## config.mk

```make
export PLATFORM = sky130hd
export DESIGN_NAME = sat_counter
export DESIGN_NICKNAME = d
export VERILOG_FILES = /design/src/rtl/sat_counter.sv
export SDC_FILE = /design/constraint.sdc
export NUM_CORES = 1
export LEC_CHECK = 0
export ABC_CLOCK_PERIOD_IN_PS = 2000
export BUFFER_PORTS_ARGS = -buffer_cell sky130_fd_sc_hd__buf_2
export CAP_MARGIN = 20
export CORE_AREA = 4 4 41 43
export DETAILED_ROUTE_END_ITERATION = 16
export DIE_AREA = 0 0 45 47
export GPL_TIMING_DRIVEN = 0
export HOLD_SLACK_MARGIN = 0.1
export PLACE_DENSITY_LB_ADDON = 0.1
export RECOVER_POWER = 25
export SKIP_LAST_GASP = 1
export SYNTH_ARGS = -nofsm -noshare
export SYNTH_HDL_FRONTEND = slang
export SYNTH_SLANG_ARGS = --single-unit
```

## constraint.sdc

```tcl
create_clock -name clk -period 2 [get_ports clk]
set_input_delay 0.2 -clock clk [delete_from_list [all_inputs] [get_ports clk]]
set_output_delay 0.2 -clock clk [all_outputs]
set_load 0.01 [all_outputs]
```

## src/rtl/sat_counter.sv

```systemverilog
// Saturating up-counter: counts inc pulses and sticks at all-ones.
// Used for the bad-word tally of the sequence checker.
module sat_counter #(
    parameter int W = 8
) (
    input  logic         clk,
    input  logic         reset,
    input  logic         inc,
    output logic [W-1:0] count
);

    logic [W-1:0] count_q;
    logic [W-1:0] count_d;

    // Increment on request unless already saturated.
    always_comb begin
        count_d = count_q;
        if (inc && (count_q != {W{1'b1}})) begin
            count_d = count_q + 1'b1;
        end
    end

    // Count register with asynchronous clear.
    always_ff @(posedge clk or posedge reset) begin
        if (reset) begin
            count_q <= '0;
        end else begin
            count_q <= count_d;
        end
    end

    assign count = count_q;

endmodule

```

==> out/metrics.cfg <==
[route]
drt-total-wl_um=893
drc=0
ant_nets=0
via_per_inst=5.433
avgRoutedWirePerCell_um=13.33
drtIter0Drc=2
vias=364
drt_pass1_iterations=2

[global_routing]
antenna_found_initial=0
grt_overflow=0
grt_max_degree=9
grt_pass1_wl_um=1538
grt_pass1_vias=347
grt.total_usage=0.1036

[worst_setup_path]
start_kind=flop
rr_endpoint=count[1]$_DFFE_PP0P_
crit_required_ps=2130
rrSetupSlack_ps=440
crit_fanout=7
endpoint_kind=flop
path_cells=ha_1, nand4_4, o21ai_2, mux2_1
rr_worst_depth=4
slowest_stage=dfrtp_1
cpPeakStageDelay_ps=420
cp.arrival_ps=1690
worstSetupPathType=flop to flop
r2r_start=count[0]$_DFFE_PP0P_
endpoint=count[1]$_DFFE_PP0P_
crit_start=count[0]$_DFFE_PP0P_

[clock_network]
cts_buffers=3
cts.sink_count=8
cts_setup_buffers=0
cts_tree=done
clk_pin_slew_ps=50
htree_levels=1
clockBufferDepth=2
cts_root_buffer=clkbuf_4
clk_latency_ps=250

[cells_and_area]
drive_gt1_frac=0.3077
fillCellCount=137
nets=58
final_common_cell=buf_2
stdcell_area_um2=520.5
area_growth_pct=24.18
largest_register_ffs=8
antennaDiodeCount=0
final_cell_mix=buf_2 (10), dfrtp_1 (8), nand2_1 (4)

[synthesis]
synth_area_um2=419.2
yosys_warnings=0
ys_ff_latch=8
synth.avg_cell_area_um2=11.03
postSynthCellCount=38
yosys.area.top_type_share=0.4776
ys.flop_type=dfrtp_1
ys_types=19
synth_edf_count=0
synth-seq-area-share=0.4776
yosys-top-cells-area=dfrtp_1 (48%), mux2_1 (8.1%), nand4_4 (5.1%)
synthArstFlopShare=1.000
synthesis.nets=42
synth_largest_area_cell=dfrtp_1

[timing]
post-route-period-util=0.7818
tightest_slew_ps=309.3
setup_tns_ps=0
setup_viol=0
fin_crit_ps=1564
grt_setup_unrepaired=false
hold_viol=0
clock_skew_ps=1.348
max_freq_ghz=0.6396
slew_headroom=0.7935
slew_violations=0

[run]
cap_violations=0

[floorplanning]
io_pins=11
rows=13
die_h_um=47
initial_core_util=0.3221
core_um2=1301
dieArea_um2=2115
die_x_um=45

[power]
power.density_nw_per_um2=1466
p_comb_frac=0.377
p_int_uw=446.4
sequentialPowerShare=0.466
irDropWorstVdd_v=0.0006041
clkPwrFrac=0.156
leakagePower_uw=0.0002250
switching_power_uw=316.6
switching_share=0.4150

[place]
io_buffers=10
hpwlAfterDp_um=687.9
dpl_cell_area_um2=488.0
gp_congestion=0.7352

[min_path]
holdCritPathClass=input pin to flop

[status]
status=completed

-- area by class of cell --
| class | count | area [um2] | area share |
|---|---|---|---|
| Clock buffer | 3 | 22.52 | 0.04327 |
| Sequential cell | 8 | 200.2 | 0.3846 |
| Tap cell | 15 | 18.77 | 0.03606 |
| Timing Repair Buffer | 11 | 60.06 | 0.1154 |
| Inverter | 1 | 3.754 | 0.007212 |
| Multi-Input combinational cell | 29 | 215.2 | 0.4135 |
-- power groups by stage --
stage	Sequential [uW]	Combinational [uW]	Clock, uW
2_1_floorplan	374	152	0
3_3_place_gp	352	284	0
3_5_place_dp	358	293	0
4_1_cts	357	295	123
5_1_grt	375	324	133
6_report	356	288	119
-- timing repair --
item	CTS	global route
endpoints found under the setup margin	0	0
endpoints found under the hold margin	8	0
resized for setup	0	0
hold buffers	1	0
-- per-layer routing --
layer,share of wire,vias to the layer above,GRT usage
met3,0.077,4,0.03065
met2,0.46,12,0.1554
met4,0.019,0,0.07018
met1,0.45,176,0.1282
met5,0,-,0
li1,-,172,-
-- worst min path at each step --
stage	startpoint	to	slack (ps)	cells past startpoint
after detailed placement	reset	count[1]$_DFFE_PP0P_	160	2
final	inc	count[0]$_DFFE_PP0P_	300	3
after global routing	inc	count[0]$_DFFE_PP0P_	320	3
after CTS	inc	count[0]$_DFFE_PP0P_	290	3
after floorplan	reset	count[0]$_DFFE_PP0P_	20	1
after global placement	reset	count[0]$_DFFE_PP0P_	160	2
-- per-stage QoR --
step           std cells  hold WS [ps]  utilization  total power [uW]  worst slack, ps
6_report              67         298.5       0.4000             763.0            436.5
5_1_grt               67         324.7       0.4000             832.1            334.3
4_1_cts               67         289.5       0.4000             774.8            412.8
3_5_place_dp          63         161.6       0.3750             650.4            427.2
3_3_place_gp          63         155.2       0.3750             635.7            458.9
2_1_floorplan         38         15.66            -             525.7            499.9
-- cell families (layout without fill, tap and decap cells) --
group	after synthesis	count (layout)	share of synthesized area
DFF	8	8	0.4776
muxes	4	4	0.1075
AOI/OAI and AO/OA	8	8	0.1462
and+or+nand+nor	15	15	0.2089
adders and majority gates	1	1	0.02985
xor gates and xnor gates	1	1	0.02090
buffers and inverters	1	15	0.008947
-- worst max-delay path, delay by kind of cell (launching register included) --
family | cells | cell delay [ps]
AOI/OAI and AO/OA | 1 | 220
adders and majority gates | 1 | 300
DFF | 1 | 420
muxes | 1 | 330
and+or+nand+nor | 1 | 180
-- synthesized netlist by cell type, types with 2 or more instances --
cell	n
dfrtp_1	8
nand2_1	4
mux2_1	3
nand3_1	3
nand4_1	3
nor2_1	2
nor3_1	2
o21bai_1	2
Power figures use the tool's default switching activity.
